### src/rtl/page_walker_if.sv
// page_walker_if: bundles the TLB refill handshake and the PTE read port of the
// page walker.
//   slave  modport: walker side. It answers TLB misses and masters the memory read.
//   master modport: environment side, meaning the TLB and the memory.
// Signals:
//   fault/compare_input/ptbr           TLB miss request, faulting VA and table base
//   fault_input/unfault/page_fault     refill result, refill strobe and fault pulse
//   fault_address/busy                 latched VA and walk-in-progress flag
//   mem_read/mem_address/mem_data/mem_ready   ready-based PTE read port
interface page_walker_if #(
   parameter int unsigned BitCount = 32
);
   logic                fault;
   logic [BitCount-1:0] compare_input;
   logic [BitCount-1:0] ptbr;
   logic [BitCount-1:0] fault_input;
   logic                unfault;
   logic                page_fault;
   logic [BitCount-1:0] fault_address;
   logic                busy;
   logic                mem_read;
   logic [BitCount-1:0] mem_address;
   logic [BitCount-1:0] mem_data;
   logic                mem_ready;

   modport slave (
      input  fault, compare_input, ptbr, mem_data, mem_ready,
      output fault_input, unfault, page_fault, fault_address, busy, mem_read, mem_address
   );

   modport master (
      output fault, compare_input, ptbr, mem_data, mem_ready,
      input  fault_input, unfault, page_fault, fault_address, busy, mem_read, mem_address
   );
endinterface

### src/rtl/page_walker.sv
// page_walker: two-level page-table walker that services TLB misses.
// On a miss it reads an L1 and an L2 PTE and returns {PPN, VA offset} with a
// one-cycle unfault strobe. An invalid PTE at either level gives a one-cycle
// page_fault pulse instead of a refill.
// Ports:
//   i_clk    clock. All logic runs on the rising edge.
//   i_rst    synchronous, active-high reset.
//   io_walk  page_walker_if.slave. It carries the TLB handshake and the memory read port.
// PTE format: bit 0 is V, and bits [BitCount-1:Ow] hold the PPN.
module page_walker #(
   parameter int unsigned BitCount = 32,
   parameter int unsigned PageSize = 4096
) (
   input  logic          i_clk,
   input  logic          i_rst,
   page_walker_if.slave  io_walk
);

   localparam int unsigned Ow = $clog2(PageSize);
   localparam int unsigned Iw = (BitCount - Ow) / 2;

   typedef enum logic [2:0] {
      StIdle,
      StL1Read,
      StL2Read,
      StRespond,
      StWaitClear
   } state_e;

   state_e              r_state;
   logic [BitCount-1:0] r_va;
   logic [BitCount-1:0] r_fault_input;
   logic                r_unfault;
   logic                r_page_fault;
   logic                r_busy;
   logic                r_mem_read;
   logic [BitCount-1:0] r_mem_address;

   logic [BitCount-1:0] w_l1_addr;
   logic [BitCount-1:0] w_l2_addr;
   logic                w_pte_valid;
   logic                w_unused_pte;

   // The L1 address is built from the live request, so latching ptbr is the same
   // as latching this address into r_mem_address at walk start.
   assign w_l1_addr = io_walk.ptbr
                    + BitCount'({io_walk.compare_input[BitCount-1 -: Iw], 2'b00});
   assign w_l2_addr = {io_walk.mem_data[BitCount-1:Ow], Ow'(0)}
                    + BitCount'({r_va[BitCount-Iw-1 -: Iw], 2'b00});
   assign w_pte_valid  = io_walk.mem_data[0];
   assign w_unused_pte = ^io_walk.mem_data[Ow-1:1];

   always_ff @(posedge i_clk) begin
      if (i_rst) begin
         r_state       <= StIdle;
         r_va          <= '0;
         r_fault_input <= '0;
         r_unfault     <= 1'b0;
         r_page_fault  <= 1'b0;
         r_busy        <= 1'b0;
         r_mem_read    <= 1'b0;
         r_mem_address <= '0;
      end else begin
         r_unfault    <= 1'b0;
         r_page_fault <= 1'b0;
         unique case (r_state)
            StIdle: begin
               if (io_walk.fault) begin
                  r_va          <= io_walk.compare_input;
                  r_mem_read    <= 1'b1;
                  r_mem_address <= w_l1_addr;
                  r_busy        <= 1'b1;
                  r_state       <= StL1Read;
               end
            end
            StL1Read: begin
               if (io_walk.mem_ready) begin
                  if (!w_pte_valid) begin
                     r_page_fault <= 1'b1;
                     r_mem_read   <= 1'b0;
                     r_state      <= StWaitClear;
                  end else begin
                     // mem_read stays high so the L2 read follows back-to-back.
                     r_mem_address <= w_l2_addr;
                     r_state       <= StL2Read;
                  end
               end
            end
            StL2Read: begin
               if (io_walk.mem_ready) begin
                  r_mem_read <= 1'b0;
                  if (!w_pte_valid) begin
                     r_page_fault <= 1'b1;
                     r_state      <= StWaitClear;
                  end else begin
                     r_fault_input <= {io_walk.mem_data[BitCount-1:Ow], r_va[Ow-1:0]};
                     r_unfault     <= 1'b1;
                     r_state       <= StRespond;
                  end
               end
            end
            StRespond: begin
               r_state <= StWaitClear;
            end
            StWaitClear: begin
               // The TLB keeps fault high after a refill. Only a dropped fault or a
               // different VA can start the next walk.
               if (!io_walk.fault || (io_walk.compare_input != r_va)) begin
                  r_busy  <= 1'b0;
                  r_state <= StIdle;
               end
            end
            default: begin
               r_busy     <= 1'b0;
               r_mem_read <= 1'b0;
               r_state    <= StIdle;
            end
         endcase
      end
   end

   assign io_walk.fault_input   = r_fault_input;
   assign io_walk.unfault       = r_unfault;
   assign io_walk.page_fault    = r_page_fault;
   assign io_walk.fault_address = r_va;
   assign io_walk.busy          = r_busy;
   assign io_walk.mem_read      = r_mem_read;
   assign io_walk.mem_address   = r_mem_address;

endmodule

### src/flat_wrapper.sv
// flat-port wrapper written by rule: the top's interface ports become plain ports
module page_walker_flat 
#(
   parameter int unsigned BitCount = 32,
   parameter int unsigned PageSize = 4096
)
  (i_clk, i_rst, io_walk_fault, io_walk_compare_input, io_walk_ptbr, io_walk_mem_data, io_walk_mem_ready, io_walk_fault_input, io_walk_unfault, io_walk_page_fault, io_walk_fault_address, io_walk_busy, io_walk_mem_read, io_walk_mem_address);
  page_walker_if #(.BitCount(BitCount)) io_walk_i ();
  input  logic i_clk;
  input  logic i_rst;
  input wire logic [$bits(io_walk_i.fault)-1:0] io_walk_fault;
  input wire logic [$bits(io_walk_i.compare_input)-1:0] io_walk_compare_input;
  input wire logic [$bits(io_walk_i.ptbr)-1:0] io_walk_ptbr;
  input wire logic [$bits(io_walk_i.mem_data)-1:0] io_walk_mem_data;
  input wire logic [$bits(io_walk_i.mem_ready)-1:0] io_walk_mem_ready;
  output wire logic [$bits(io_walk_i.fault_input)-1:0] io_walk_fault_input;
  output wire logic [$bits(io_walk_i.unfault)-1:0] io_walk_unfault;
  output wire logic [$bits(io_walk_i.page_fault)-1:0] io_walk_page_fault;
  output wire logic [$bits(io_walk_i.fault_address)-1:0] io_walk_fault_address;
  output wire logic [$bits(io_walk_i.busy)-1:0] io_walk_busy;
  output wire logic [$bits(io_walk_i.mem_read)-1:0] io_walk_mem_read;
  output wire logic [$bits(io_walk_i.mem_address)-1:0] io_walk_mem_address;
  assign io_walk_i.fault = io_walk_fault;
  assign io_walk_i.compare_input = io_walk_compare_input;
  assign io_walk_i.ptbr = io_walk_ptbr;
  assign io_walk_i.mem_data = io_walk_mem_data;
  assign io_walk_i.mem_ready = io_walk_mem_ready;
  assign io_walk_fault_input = io_walk_i.fault_input;
  assign io_walk_unfault = io_walk_i.unfault;
  assign io_walk_page_fault = io_walk_i.page_fault;
  assign io_walk_fault_address = io_walk_i.fault_address;
  assign io_walk_busy = io_walk_i.busy;
  assign io_walk_mem_read = io_walk_i.mem_read;
  assign io_walk_mem_address = io_walk_i.mem_address;
  page_walker #(.BitCount(BitCount), .PageSize(PageSize)) u_core (.i_clk(i_clk), .i_rst(i_rst), .io_walk(io_walk_i));
endmodule
### config.mk
export PLATFORM = sky130hd
export DESIGN_NAME = page_walker_flat
export DESIGN_NICKNAME = d
export VERILOG_FILES = /design/src/rtl/page_walker_if.sv /design/src/rtl/page_walker.sv /design/src/flat_wrapper.sv
export SDC_FILE = /design/constraint.sdc
export NUM_CORES = 1
export LEC_CHECK = 0
export BUFFER_PORTS_ARGS = -buffer_cell sky130_fd_sc_hd__clkbuf_2
export CAP_MARGIN = 15
export CELL_PAD_IN_SITES_DETAIL_PLACEMENT = 1
export CELL_PAD_IN_SITES_GLOBAL_PLACEMENT = 2
export CORE_UTILIZATION = 25
export CTS_CLUSTER_DIAMETER = 100
export DETAILED_ROUTE_END_ITERATION = 10
export PLACE_DENSITY_LB_ADDON = 0.15
export SYNTH_ARGS = -nofsm -noshare
export SYNTH_HDL_FRONTEND = slang
export SYNTH_SLANG_ARGS = --single-unit
export TNS_END_PERCENT = 50
### constraint.sdc
create_clock -name i_clk -period 6.2 [get_ports i_clk]
set_clock_uncertainty 0.15 [all_clocks]
set_input_delay 0.31 -clock i_clk [delete_from_list [all_inputs] [get_ports i_clk]]
set_output_delay 0.31 -clock i_clk [all_outputs]
set_load 0.005 [all_outputs]
==> results.md <==
Logic synthesis:
- The number of flops mapped to enable cells by yosys is 0.
- Summing every instance area after synthesis gives 5370 µm².
- The net count of the mapped netlist is 798.
- The portion of the post-synthesis area used by sequential elements is 38.4%.
- The mean cell area of the mapped netlist is 7.81 µm².
- Of the post-synthesis cell area, the dominant cell type holds 38.4%.
- The proportion of synthesized flip-flops having asynchronous set or reset is 0%.
- Among all flip-flop cells after synthesis, the most frequent one is sky130_fd_sc_hd__dfxtp_1.
- Synthesis produced 687 cells.
- By count the netlist is led by sky130_fd_sc_hd__nand2_1, sky130_fd_sc_hd__dfxtp_1, sky130_fd_sc_hd__a21oi_1.
- Counting flops and latches in the post-synthesis netlist gives between 100 and 150.
- In the post-synthesis netlist, the cell with the most instances is sky130_fd_sc_hd__nand2_1.
- The count of yosys warnings during synthesis is 0.
- Yosys attributes the largest share of cell area to sky130_fd_sc_hd__dfxtp_1, sky130_fd_sc_hd__nand2_1, sky130_fd_sc_hd__a21oi_1.
- The cell type contributing the most total cell area after synthesis is sky130_fd_sc_hd__dfxtp_1.
- The number of different library cells used by synthesis comes to 64.

Critical path:
- The critical path's top delay family is compound AO/OA/AOI/OAI gates.
- At the worst endpoint, the arrival time is 2.89 ns.
- STA classifies the critical path startpoint as a primary input.
- The critical path depth in cells is 9.
- The signal on the critical path passes through clkbuf_2, ha_1, fa_1, a21oi_1, o21ai_2, a211oi_2, nor3_2, xnor2_1, a2111oi_2.
- In this run the critical register-to-register path is captured at u_core.io_walk.mem_address[17]$_SDFFE_PP0P_.
- The critical path launch point is io_walk_compare_input[22].
- The worst setup path endpoint is u_core.io_walk.mem_address[26]$_SDFFE_PP0P_.
- The worst setup path is captured at a flop.
- For the worst flop-to-flop path, the logic depth is 6.
- Of all nets on the critical path, the largest fanout is 11.
- The worst path required time is 6.29 ns.
- The number of buffers and inverters on the critical path is 1.
- The master of the slowest instance on the critical path is sky130_fd_sc_hd__a211oi_2.
- The startpoint identified for the worst register-to-register timing path is u_core.r_state[2]$_SDFFE_PP0P_.
- The start-to-end type of the worst setup path is in2reg.
- The largest single stage delay on the critical path is 0.81 ns.
- Across all register-to-register paths, the minimum setup slack is 3.52 ns.

Timing:
- The worst path meets setup with 3.40 ns of slack.
- The number of hold violations in the final report is 0.
- The final count of negative-setup-slack endpoints is 0.
- Setup repair after global routing left no endpoint under its margin.
- Measured against its own limit, the worst slew margin works out to 34.4%.
- The final worst-path cycle share is 45.1%.
- The worst path needs 2.80 ns of the cycle, external delays included.
- The setup TNS is 0 ns.
- The transition at the pin with the smallest max-transition slack is 0.982 ns.
- The final count of pins violating max slew was 0.
- The maximum achievable frequency is around 360 MHz.

Clock network:
- The later pin in the worst-skew pair is clocked with a latency of 0.35 ns.
- Clock-pin slew was measured on the worst setup and hold paths at 0.08 ns.
- The number of buffers on the longest clock path is 2.
- TritonCTS created 9 clock buffers.
- The number of gates resized after CTS was 0.
- The CTS tree is built.
- The number of hold buffers added after cts is 0.
- In this run the clock root is driven by a sky130_fd_sc_hd__clkbuf_16.
- In this run the post-CTS setup repair buffer count came out at 0.
- The number of levels the H-tree was split into is 3.
- The clock sink total is 103.

Placed design:
- At the end of routability-driven placement, the weighted congestion stood at 0.856.
- The count of input and output buffers is ~190.
- The final HPWL from detailed placement is ~15000 µm.
- Including well taps, the total number of placed cells is 1108.
- The minimum setup slack after placement is between 2 and 3 ns.

GRT:
- After global routing the overflow that remains totals 0.
- The via count of the first global-routing pass was between 5000 and 6000.
- The number of antenna violations at the first check in global routing came to 1.
- Entering global routing, the biggest net connects 83 pins.
- The overall global routing resource usage is a little under a fifth.
- The first global-routing pass estimated approximately 32000 µm of wire.

Final layout:
- Compared with the post-synthesis result, the final layout area differs by 26.6%.
- In the final layout, the share of cells above drive strength 1 is 27.4%.
- The final-stage net count is 956.
- The number of non-filler instances in the completed layout is 1126.

Pwr:
- Across the VDD grid, the largest voltage drop is 157 µV.
- Combinational cells account for 39.6% of the total power.
- The leakage power is about 0.0028 µW.
- The net switching component of the power is between 1000 and 1500 µW.
- Sequential cells burn a little under two fifths of the power.
- The internal power of the cells totals 1490 µW.
- In this run switching power makes up 41.5% of total power.
- The sum of internal, switching and leakage power is 2540 µW.
- Power spread over the standard cell area amounts to 374 nW/µm².
- The power share of the clock group is 22.8%.

Job:
- The count of max-cap constraint violations is 0.

Routing:
- The detail-routed net length per standard cell is roughly 18 µm.
- The total wirelength of the detailed-routed design is a little over 20000 µm.
- Across all layers, the routed design uses 5442 vias.
- The number of vias per cell after detailed routing is ~4.8.
- In the routed design, unresolved DRC markers number 0.
- The first TritonRoute pass finished after 4 iterations.
- The detail route stage leaves a number of antenna-violating nets equal to 0.
- The violation count after the first detailed-routing iteration is 167.

Floorplanning:
- In this run the standard cell core region covers 21000 µm².
- The overall die width is 149 µm.
- The number of ports placed on the die boundary is 200.
- The floorplan step defined a die boundary enclosing 22100 µm².
- The floorplan has 53 rows.
- Measured along the y axis, the die boundary spans between 100 and 150 µm.
- Once the floorplan was initialized, standard cells occupied 25.5% of the core.

Outcome:
- The flow ran to the end, and the final reports show no timing, DRC or antenna violations.

Min path:
- The path class of the lowest-slack min-delay path is in2reg.
## cells in the final DEF, fill, tap and decap left out, types with 13 or more instances in the layout
master                       n
sky130_fd_sc_hd__and3_1     16
sky130_fd_sc_hd__a21oi_1    98
sky130_fd_sc_hd__nand2_1   171
sky130_fd_sc_hd__dfxtp_1   103
sky130_fd_sc_hd__clkbuf_2  187
sky130_fd_sc_hd__nand4_1    13
sky130_fd_sc_hd__nor2_1     33
sky130_fd_sc_hd__xnor2_1    40
sky130_fd_sc_hd__o21ai_0    16
sky130_fd_sc_hd__nor3_1     18
## cells by family (layout without fill, tap and decap cells)
group | Yosys count | in the layout | share of synthesized area, %
simple gates | 298 | 298 | 25.6
compound gates | 168 | 168 | 19.7
flops | 103 | 103 | 38.4
buf+inv | 54 | 217 | 4.62
xor+xnor | 46 | 46 | 7.51
fa+ha+maj | 11 | 11 | 2.70
mux | 7 | 7 | 1.35
other cells | 0 | 1 | 0
## metal layers
metal,routed length (µm),track usage (%),up-vias
li1,-,-,2720
met1,9850,25.4,2589
met2,9500,30.5,120
met3,1030,3.71,13
met4,190,5.46,0
met5,0,0,-
## worst register-to-register path: stages (launching register included)
cell and delay, ns:
sky130_fd_sc_hd__dfxtp_1 0.43, sky130_fd_sc_hd__nor2_1 0.27, sky130_fd_sc_hd__nand2_1 0.55, sky130_fd_sc_hd__nand2_1 0.24, sky130_fd_sc_hd__buf_4 0.49, sky130_fd_sc_hd__nor4b_1 0.12, sky130_fd_sc_hd__a211o_1 0.34
## state kept, by name, indices dropped and copies added (netlist names)
name / cells
u_core.io_walk.mem_address: 32
u_core.io_walk.fault_input: 32
u_core.io_walk.fault_address: 32
u_core.io_walk.busy: 1
u_core.io_walk.mem_read: 1
u_core.r_state: 3
u_core.io_walk.unfault: 1
u_core.io_walk.page_fault: 1
## worst min path at each step
stage	cells past startpoint	slack [ns]	to	start
floorplan	2	0.30	u_core.io_walk.fault_input[12]$_SDFFE_PP0P_	io_walk_mem_data[12]
global route	3	0.05	u_core.io_walk.fault_address[16]$_SDFFE_PP0P_	io_walk_compare_input[16]
CTS	3	0.03	u_core.io_walk.fault_input[23]$_SDFFE_PP0P_	io_walk_mem_data[23]
global placement	2	0.29	u_core.io_walk.fault_input[14]$_SDFFE_PP0P_	u_core.io_walk.fault_input[14]$_SDFFE_PP0P_
detailed placement	2	0.30	u_core.io_walk.fault_input[26]$_SDFFE_PP0P_	u_core.io_walk.fault_input[26]$_SDFFE_PP0P_
finish	3	0.04	u_core.io_walk.fault_input[23]$_SDFFE_PP0P_	io_walk_mem_data[23]
## area by class of cell
| type | instances | area, µm² |
|---|---|---|
| clock buffers | 10 | 239 |
| well taps | 275 | 344 |
| clock inverters | 6 | 50.0 |
| multi-input cells | 530 | 3070 |
| repair buffers | 196 | 1010 |
| inverters | 5 | 18.8 |
| diodes | 1 | 2.50 |
| flip-flops and latches | 103 | 2060 |
| fillers | 2580 | 14200 |
## power groups by stage
stage	Combinational [µW]	Sequential [µW]	Clock (µW)
final	1010	958	579
after global placement	1010	966	0
after detailed placement	1030	976	0
after floorplan	624	940	0
after global routing	1130	985	630
after CTS	1030	961	601
## stage by stage
step | hold slack (ns) | utilization, % | cell area, µm²
final | 0.0417 | 32.3 | 6800
after global routing | 0.0457 | 32.3 | 6800
after CTS | 0.0315 | 32.2 | 6780
after detailed placement | 0.298 | 30.9 | 6490
after global placement | 0.291 | 30.9 | 6490
after floorplan | 0.296 | - | 5370
Note: power is estimated with default switching activity, not from simulation.
